$ cat src/rtl/conv3x3_stream_engine.sv
// Streaming 3x3 signed-kernel convolution over a row-major pixel stream.
// Two line buffers plus a sliding window; stride 1/2, shift and ReLU/saturation post-process.
module conv3x3_stream_engine #(
    parameter int BIT_DEPTH = 8,
    parameter int IMG_W     = 28,
    parameter int IMG_H     = 28,
    parameter int ACC_W     = 20,
    parameter int ADDR_W    = 10
) (
    input  logic                 clk,
    input  logic                 rst,
    input  logic                 kernel_wr_en,
    input  logic [3:0]           kernel_wr_addr,
    input  logic [BIT_DEPTH-1:0] kernel_wr_data,
    input  logic                 start,
    input  logic [1:0]           stride,
    input  logic                 relu_en,
    input  logic [4:0]           shift_amt,
    input  logic                 pix_valid,
    input  logic [BIT_DEPTH-1:0] pix_data,
    output logic                 pix_ready,
    output logic                 out_valid,
    output logic [BIT_DEPTH-1:0] out_data,
    output logic [ADDR_W-1:0]    out_addr,
    input  logic                 out_ready,
    output logic                 busy,
    output logic                 done
);

    localparam int CW = $clog2(IMG_W);
    localparam int RW = $clog2(IMG_H);

    localparam logic signed [ACC_W-1:0] U_MAX = ACC_W'((2 ** BIT_DEPTH) - 1);
    localparam logic signed [ACC_W-1:0] S_MAX = ACC_W'((2 ** (BIT_DEPTH - 1)) - 1);
    localparam logic signed [ACC_W-1:0] S_MIN = ACC_W'(-(2 ** (BIT_DEPTH - 1)));

    typedef enum logic [1:0] {
        IDLE  = 2'd0,
        RUN   = 2'd1,
        FLUSH = 2'd2
    } state_t;

    state_t state_reg, state_next;

    logic [CW-1:0]        col_reg;
    logic [RW-1:0]        row_reg;
    logic                 stride2_reg;
    logic                 relu_reg;
    logic [4:0]           shift_reg;
    logic [ADDR_W-1:0]    out_cnt_reg;
    logic                 out_valid_reg;
    logic [BIT_DEPTH-1:0] out_data_reg;
    logic [ADDR_W-1:0]    out_addr_reg;

    logic signed [BIT_DEPTH-1:0] kernel_reg [0:8];
    logic [BIT_DEPTH-1:0]        lb0_reg [0:IMG_W-1];
    logic [BIT_DEPTH-1:0]        lb1_reg [0:IMG_W-1];
    // Window columns c-2 and c-1 for each row; column c comes straight from the buffers/input.
    logic [BIT_DEPTH-1:0]        win_reg [0:5];

    logic [BIT_DEPTH-1:0]        col_tap [0:2];
    logic signed [ACC_W-1:0]     prod [0:8];
    logic signed [ACC_W-1:0]     sum;
    logic signed [ACC_W-1:0]     sh;
    logic [BIT_DEPTH-1:0]        res;

    logic pix_fire;
    logic col_last;
    logic last_pix;
    logic emit;
    logic kernel_we;

    assign col_last = (col_reg == CW'(IMG_W - 1));
    assign last_pix = col_last && (row_reg == RW'(IMG_H - 1));
    assign pix_fire = (state_reg == RUN) && pix_valid && pix_ready;
    assign kernel_we = (state_reg == IDLE) && kernel_wr_en && (kernel_wr_addr < 4'd9);

    // Stride 2 keeps even row/col offsets from 2, i.e. even indices.
    assign emit = (row_reg >= RW'(2)) && (col_reg >= CW'(2)) &&
                  (!stride2_reg || (!row_reg[0] && !col_reg[0]));

    assign col_tap[0] = lb0_reg[col_reg];
    assign col_tap[1] = lb1_reg[col_reg];
    assign col_tap[2] = pix_data;

    genvar gi;
    generate
        for (gi = 0; gi < 9; gi++) begin : g_tap
            localparam int R = gi / 3;
            localparam int C = gi % 3;
            logic [BIT_DEPTH-1:0]    pix_tap;
            logic signed [ACC_W-1:0] pix_ext;
            logic signed [ACC_W-1:0] k_ext;
            if (C == 2) begin : g_new
                assign pix_tap = col_tap[R];
            end else begin : g_old
                assign pix_tap = win_reg[R * 2 + C];
            end
            assign pix_ext = {{(ACC_W - BIT_DEPTH){1'b0}}, pix_tap};
            assign k_ext   = {{(ACC_W - BIT_DEPTH){kernel_reg[gi][BIT_DEPTH-1]}}, kernel_reg[gi]};
            assign prod[gi] = pix_ext * k_ext;
        end
    endgenerate

    always_comb begin
        sum = '0;
        for (int i = 0; i < 9; i++) begin
            sum = sum + prod[i];
        end
        sh  = sum >>> shift_reg;
        res = sh[BIT_DEPTH-1:0];
        if (relu_reg) begin
            if (sh[ACC_W-1]) begin
                res = '0;
            end else if (sh > U_MAX) begin
                res = '1;
            end
        end else begin
            if (sh < S_MIN) begin
                res = {1'b1, {(BIT_DEPTH - 1){1'b0}}};
            end else if (sh > S_MAX) begin
                res = {1'b0, {(BIT_DEPTH - 1){1'b1}}};
            end
        end
    end

    always_ff @(posedge clk) begin
        if (!rst) begin
            state_reg <= IDLE;
        end else begin
            state_reg <= state_next;
        end
    end

    always_comb begin
        state_next = state_reg;
        pix_ready  = 1'b0;
        done       = 1'b0;
        case (state_reg)
            IDLE: begin
                if (start) begin
                    state_next = RUN;
                end
            end
            RUN: begin
                pix_ready = !out_valid_reg || out_ready;
                if (pix_valid && pix_ready && last_pix) begin
                    state_next = FLUSH;
                end
            end
            FLUSH: begin
                if (!out_valid_reg || out_ready) begin
                    done       = 1'b1;
                    state_next = IDLE;
                end
            end
            default: state_next = IDLE;
        endcase
    end

    assign busy      = (state_reg != IDLE);
    assign out_valid = out_valid_reg;
    assign out_data  = out_data_reg;
    assign out_addr  = out_addr_reg;

    always_ff @(posedge clk) begin
        if (!rst) begin
            for (int i = 0; i < 9; i++) begin
                kernel_reg[i] <= '0;
            end
        end else if (kernel_we) begin
            kernel_reg[kernel_wr_addr] <= kernel_wr_data;
        end
    end

    always_ff @(posedge clk) begin
        if (!rst) begin
            for (int i = 0; i < IMG_W; i++) begin
                lb0_reg[i] <= '0;
                lb1_reg[i] <= '0;
            end
            for (int i = 0; i < 6; i++) begin
                win_reg[i] <= '0;
            end
        end else if (pix_fire) begin
            lb0_reg[col_reg] <= lb1_reg[col_reg];
            lb1_reg[col_reg] <= pix_data;
            for (int i = 0; i < 3; i++) begin
                win_reg[2 * i]     <= win_reg[2 * i + 1];
                win_reg[2 * i + 1] <= col_tap[i];
            end
        end
    end

    always_ff @(posedge clk) begin
        if (!rst) begin
            col_reg       <= '0;
            row_reg       <= '0;
            stride2_reg   <= 1'b0;
            relu_reg      <= 1'b0;
            shift_reg     <= '0;
            out_cnt_reg   <= '0;
            out_valid_reg <= 1'b0;
            out_data_reg  <= '0;
            out_addr_reg  <= '0;
        end else begin
            if (state_reg == IDLE && start) begin
                stride2_reg <= (stride == 2'd2);
                relu_reg    <= relu_en;
                shift_reg   <= shift_amt;
                col_reg     <= '0;
                row_reg     <= '0;
                out_cnt_reg <= '0;
            end else if (pix_fire) begin
                if (col_last) begin
                    col_reg <= '0;
                    row_reg <= row_reg + RW'(1);
                end else begin
                    col_reg <= col_reg + CW'(1);
                end
                if (emit) begin
                    out_cnt_reg <= out_cnt_reg + ADDR_W'(1);
                end
            end
            // A new result overwrites a consumed one in the same cycle, so no bubble.
            if (pix_fire && emit) begin
                out_valid_reg <= 1'b1;
                out_data_reg  <= res;
                out_addr_reg  <= out_cnt_reg;
            end else if (out_valid_reg && out_ready) begin
                out_valid_reg <= 1'b0;
            end
        end
    end

endmodule

$ cat config.mk
export PLATFORM = sky130hd
export DESIGN_NAME = conv3x3_stream_engine
export DESIGN_NICKNAME = d
export VERILOG_FILES = /design/src/rtl/conv3x3_stream_engine.sv
export SDC_FILE = /design/constraint.sdc
export NUM_CORES = 2
export LEC_CHECK = 0
export ABC_AREA = 1
export CORE_ASPECT_RATIO = 0.7
export CORE_UTILIZATION = 35
export DETAILED_ROUTE_END_ITERATION = 10
export PLACE_DENSITY_LB_ADDON = 0.05
export SLEW_MARGIN = 20
export SYNTH_ARGS = -nofsm -noshare
export SYNTH_HDL_FRONTEND = slang
export SYNTH_SLANG_ARGS = --single-unit
$ cat constraint.sdc
create_clock -name clk -period 16.63 [get_ports clk]
set_clock_uncertainty 0.2 [all_clocks]
set_input_delay 3.326 -clock clk [delete_from_list [all_inputs] [get_ports clk]]
set_output_delay 3.326 -clock clk [all_outputs]
set_load 0.02 [all_outputs]
After elaboration in Yosys (flattened, before gate mapping)
Memory sizes are Yosys's and may differ from the RTL's. A register that Yosys moved wholly into a read port is not among the register bits.
Index checks and enable logic that the tools add are counted.
{"block": "classes", "addsub": 11, "n_mul": 9, "div_mod_pow": 0, "order_cmp": 6, "eq_ne": 8, "shift": 1, "muxes": 41, "n_bitwise": 7, "reduce_logical": 29}
{"cell": "multiplier 9 x 8 -> 17 bit", "count": 9}
{"cell": "two-way mux 8 bit", "count": 14}
{"cell": "adder 20 x 17 -> 20 bit", "count": 5}
{"cell": "two-way mux 5 bit", "count": 7}
{"cell": "OR reduction 8 bit", "count": 3}
{"cell": "adder 19 x 17 -> 20 bit", "count": 1}
{"cell": "> comparator 20 x 8 -> 1 bit, second input constant", "count": 1}
{"cell": "> comparator 20 x 9 -> 1 bit, second input constant", "count": 1}
{"cell": "less-than comparator 20 x 8 -> 1 bit, second input constant", "count": 1}
{"cell": ">>> shifter 20 x 5 -> 20 bit", "count": 1}
{"cell": "adder 18 x 17 -> 19 bit", "count": 1}
{"cell": "adder 17 x 17 -> 18 bit", "count": 1}
{"cell": "two-way mux 1 bit", "count": 15}
{"cell": "logical AND 1 bit", "count": 13}
{"cell": "adder 10 x 1 -> 10 bit, second input constant", "count": 1}
{"cell": "adder 5 x 1 -> 5 bit, second input constant", "count": 2}
{"cell": "== test 5 bit, second input constant", "count": 2}
{"cell": "greater-or-equal comparator 5 x 2 -> 1 bit, second input constant", "count": 2}
{"cell": "two-way mux 2 bit", "count": 3}
{"cell": "bitwise OR 1 bit", "count": 6}
{"cell": "one-hot mux 2 bit (3 select lines)", "count": 1}
{"cell": "== test 2 bit, second input constant", "count": 2}
{"cell": "logical NOT 1 bit", "count": 4}
{"cell": "less-than comparator 4 bit, second input constant", "count": 1}
{"cell": "other kinds (11)", "count": 15}
{"block": "word_totals", "register_bits": 48, "latch_bits": 0, "mem_bits_rw": 568, "rom_bits": 0, "memories": 4}
{"memory": "lb0_reg", "depth": 28, "word_bits": 8, "read_ports": 1, "rd_clocked_by_memory_dff": 1, "write_ports": 28, "line_no": "56", "text": "logic [BIT_DEPTH-1:0] lb0_reg [0:IMG_W-1];"}
{"memory": "lb1_reg", "depth": 28, "word_bits": 8, "read_ports": 1, "rd_clocked_by_memory_dff": 1, "write_ports": 28, "line_no": "57", "text": "logic [BIT_DEPTH-1:0] lb1_reg [0:IMG_W-1];"}
{"memory": "kernel_reg", "depth": 9, "word_bits": 8, "read_ports": 9, "rd_clocked_by_memory_dff": 0, "write_ports": 9, "line_no": "55", "text": "logic signed [BIT_DEPTH-1:0] kernel_reg [0:8];"}
{"memory": "win_reg", "depth": 6, "word_bits": 8, "read_ports": 6, "rd_clocked_by_memory_dff": 0, "write_ports": 6, "line_no": "59", "text": "logic [BIT_DEPTH-1:0] win_reg [0:5];"}

Logic depth before layout (Yosys ltp)
An unclocked memory read counts as a cell.
{"block": "logic_depth", "depth_word": 15, "ltp_mapped": 51}

Worst setup path after synthesis
No wires, ideal clock.
{"block": "synth_path", "path_type": "input-to-reg", "from": "in pix_data[3]", "to": "reg out_data_reg[0] (netlist: out_data[0])", "arrival_time_ps": 10735, "t_required_ps": 16310, "path_slack_ps": 5575, "cell_stages": 39, "cell_sequence": "clkbuf_1 nand2_1 fa_1 inv_1 ha_1 fa_1 fa_1 inv_1 fa_1 inv_1 fa_1 fa_1 fa_1 inv_1 fa_1 inv_1 fa_1 fa_1 [3 not listed] nand2_1 nand3_1 nor2b_4 nand2_4 nand2_4 inv_6 nand2_4 nand2_2 nand2_1 nand2_1 nor2_1 nand2_1 nor2_1 nand4_1 nand2_1 nand2_1 nand2_1 a21oi_1"}
{"block": "synth_between", "elab_chain_len": 7, "word_cells_on_any_way": 11, "cone_classes": "add/sub (1); mul (1); order compare (3); shift (1); mux (5)"}
{"item": "from (decl)", "line_no": "20", "text": "input logic [BIT_DEPTH-1:0] pix_data,"}
{"item": "multiplier 9 x 8 -> 17 bit (*)", "line_no": "101", "text": "assign prod[gi] = pix_ext * k_ext;"}
{"item": "adder 20 x 17 -> 20 bit (*)", "line_no": "108", "text": "sum = sum + prod[i];"}
{"item": ">>> shifter 20 x 5 -> 20 bit (*)", "line_no": "110", "text": "sh = sum >>> shift_reg;"}
{"item": "> comparator 20 x 8 -> 1 bit or > comparator 20 x 9 -> 1 bit (tied branches)", "line_no": "121, 115"}
{"item": "two-way mux 8 bit, on equally long branches", "line_no": "121, 115"}
{"item": "two-way mux 8 bit, on equally long branches", "line_no": "119, 113"}
{"item": "two-way mux 8 bit (*)", "line_no": "112", "text": "if (relu_reg) begin"}
{"item": "to (signal assigned)", "line_no": "228", "text": "out_data_reg <= res;"}
{"item": "to (decl)", "line_no": "52", "text": "logic [BIT_DEPTH-1:0] out_data_reg;"}
Every way passes the cells marked *; elsewhere a longest branch is shown, timed or not.
A chain may end at the register's enable or synchronous reset.

==> impl.org <==
** Cells and area
- The repair_antennas step left the layout with diodes totalling 0.
- Finished Layout Cells :: 7470
- Summing all multi-input logic gate instances after layout gives 26490 sq um.
- Final net count :: 6346
- Synthesis-to-finish area growth :: 9.510%
- Fraction of layout instances using a drive strength above 1 :: 3.940%
- The sequential cells in the finished layout cover a total of 20050 sq um.
- Fill cells in the final layout number about 15k.

** Worst setup path
- Maximum cell stage delay along the critical path :: between 0.7 and 0.8 ns
- Slowest-stage cell, CP :: o21ai_0
- STA puts the critical path data arrival time at 12.88 ns.
- STA classifies the critical path startpoint as a register.
- Worst setup path class :: register to register
- Library cell appearing most often on the critical path :: nand2_1
- STA classifies the critical path endpoint as a register.
- Required time at the endpoint of the critical path :: 17.03 ns
- Of all nets on the critical path, the largest fanout is between 150 and 200.

** Detailed routing
- Wirelength per Cell :: 25.50 um
- For this block, the initial DRC count from the detailed router was 3980.
- Routed vias :: roughly 38k
- Routed wire length :: 190500 um
- Remaining design rule violation count :: 0
- In this run the remaining antenna-violating nets after routing total 0.
- The first detailed-routing pass ran for 7 iterations.
- Summed over all nets, wire length on met3 after detailed routing comes to 17240 um.
- Vias per inst :: 5.064
- Top layer in use :: met4
- Met2 routed wirelength :: 70770 um
- For this block, wires on met1 add up to 100000 um.

** Synth
- Of all cell types, the one taking the most synthesized area is edfxtp_1.
- Dividing the synthesized area by the synthesized cell count gives 9.343 sq um.
- The cell area that synthesis handed to floorplanning was between 50000 and 60000 sq um.
- The cell count after synthesis came out at 5554.
- For this run, the register share of the synthesized area comes to 38.62%.
- Summed over its instances, the top area cell type makes up 36.57% of the synthesized netlist area.
- Ys flop type :: edfxtp_1
- Counting every net in the synthesized netlist gives 6455.
- In the synthesized netlist the async set-or-reset flop fraction comes to 0%.
- Counting flops with a built-in enable in the synthesized netlist gives around 630.
- YS warnings :: 0
- The synthesized netlist contains 52 unique library cells.
- Ranked by total cell area, the synthesized netlist is headed by edfxtp_1 37%, fa_1 22%, inv_1 7.9%, nor2_1 7.5%, ha_1 7.2%.
- Flip-flop and latch count after synthesis :: ~690

** Timing
- Achievable clock frequency :: between 0.08 and 0.09 GHz
- For the pin with the worst max-slew slack, the measured transition is 1.159 ns.
- RSZ-0062 raised after global routing :: no
- Summed over all failing endpoints, the final setup total negative slack is 0 ns.
- Setup violation total in the final timing report :: 0
- Final critical-path required period :: between 10 and 15 ns
- Remaining max-slew budget at the tightest pin :: between 20 and 25%
- Dividing the final minimum period by the clock period gives 75.04%.
- The max-slew violation count was 0.
- The count of endpoints failing hold in the final timing report was 0.

** Placed design
- Number of placed instances, taps included :: 7327
- Final weighted congestion in routability-driven placement :: 0.8870
- Buffers added on ports :: 55
- Detailed Place HPWL :: about 140000 um

** GRT
- Global routing used 25.93% of the available tracks.
- First-pass GRT wire length :: 274900 um
- The total overflow left after global routing is 0.
- The initial antenna violation count is 11.
- Entering global routing, the biggest net connects 158 pins.
- Number of global-route vias before repair :: 37.19k

** Clock tree
- Deepest clock path buffer count :: 3
- In this run the clock root is driven by a clkbuf_16.
- CTS saw a little under 700 sinks.
- Number of setup buffers added after CTS :: 0
- The H-tree was split into 3 levels.
- Clock tree synthesis inserted a total of 79 buffers.
- TritonCTS built the clock tree.
- Gates resized during post-CTS repair numbered 0.
- For this design, the CTS-stage hold fixing added 0 buffers.
- Clock-pin transition on the worst setup and hold timing paths :: ~0.060 ns
- Clock Latency Late Sink :: 0.73 ns

** Floorplanning
- 56 I/O pins were placed.
- Die height :: 324.1 um
- Die area :: 149800 sq um
- Core area :: 146200 sq um
- In this run the core area contains 117 standard-cell rows.
- The die is between 400 and 500 um wide.
- Effective utilization at floorplan :: 35.48%

** Worst hold path
- In this run the worst hold path is classified as register to register.

** Status
- The flow ran to the end, and the final reports show no timing, DRC or antenna violations.

** Flow run
- Across the run, the number of max-cap violations was 0.
-- stage by stage --
step	worst slack (ns)	utilization, %	cell area (sq um)	hold WS [ns]
global route	3.480	38.86	56820	0.3005
global placement	3.884	37.07	54210	0.2637
floorplan	5.575	-	51890	0.2521
CTS	4.391	38.86	56820	0.2717
detailed placement	3.898	37.07	54210	0.2528
finish	4.151	38.86	56820	0.2692
-- cells by family after synthesis --
kind of cell               count (synthesis)  synth area share, %
DFF                                      685                38.62
xor gates and xnor gates                  11               0.1857
adders and majority gates                867                29.12
buffers and inverters                   1418                10.37
muxes                                      3              0.05787
and+or+nand+nor                         2027                15.41
AOI/OAI and AO/OA                        543                6.228
-- Yosys cell counts, drive strengths merged (13+ instances only) --
| library cell | instances |
|---|---|
| fa | 568 |
| buf | 22 |
| a21oi | 64 |
| nand4 | 13 |
| nor2 | 1034 |
| clkinv | 19 |
| o22ai | 24 |
| clkbuf | 282 |
| o21ai | 321 |
| o221ai | 104 |
| edfxtp | 632 |
| inv | 1093 |
| nor3 | 17 |
| dfxtp | 53 |
| nand3 | 190 |
| nand2 | 760 |
| ha | 299 |
-- worst max-delay path: cells and delay by family (launching register included) --
kind / cells / cell delay [ns]
adders and majority gates: 11 / 5.48
and+or+nand+nor: 17 / 2.32
AOI/OAI and AO/OA: 7 / 1.81
DFF: 1 / 0.55
buffers and inverters: 6 / 1.77
-- placed cells by master (no fill, tap or decap), types with 34 or more instances in the layout --
master	n
nand3_1	187
edfxtp_1	632
nor2_1	1030
a21oi_1	62
clkdlybuf4s50_1	54
buf_4	60
fa_1	568
clkinv_1	34
dfxtp_1	50
ha_1	299
o21ai_0	318
inv_1	1080
nand2_1	750
clkbuf_16	79
o221ai_1	104
-- layer usage --
layer / track usage, % / vias to the layer above
li1: - / 17130
met2: 32.74 / 1253
met5: 0 / -
met3: 6.488 / 147
met4: 3.854 / 0
met1: 43.38 / 19300
-- worst paths after layout --
| check | from | slack (ns) | endpoint | cells past startpoint |
|---|---|---|---|---|
| worst max-delay path | register | 4.15 | out_data[4] | 41 |
| worst min-delay path | out_addr[1] | 0.27 | out_addr[1] | 2 |
| worst max register to register | register | 4.15 | out_data[4] | 41 |
| worst min register to register | out_addr[1] | 0.27 | out_addr[1] | 2 |
-- layout make-up --
| type | instances | share of cell area [%] |
|---|---|---|
| repair buffers | 116 | 1.814 |
| flip-flops and latches | 685 | 35.28 |
| clock buffers | 93 | 3.572 |
| multi-input cells | 3451 | 46.61 |
| clock inverters | 50 | 1.026 |
| inverters | 1112 | 7.372 |
| well taps | 1963 | 4.322 |
Power is left out: the tool's default activity adds up to more than one toggle a clock period on the data nets, which glitch-free logic cannot reach.
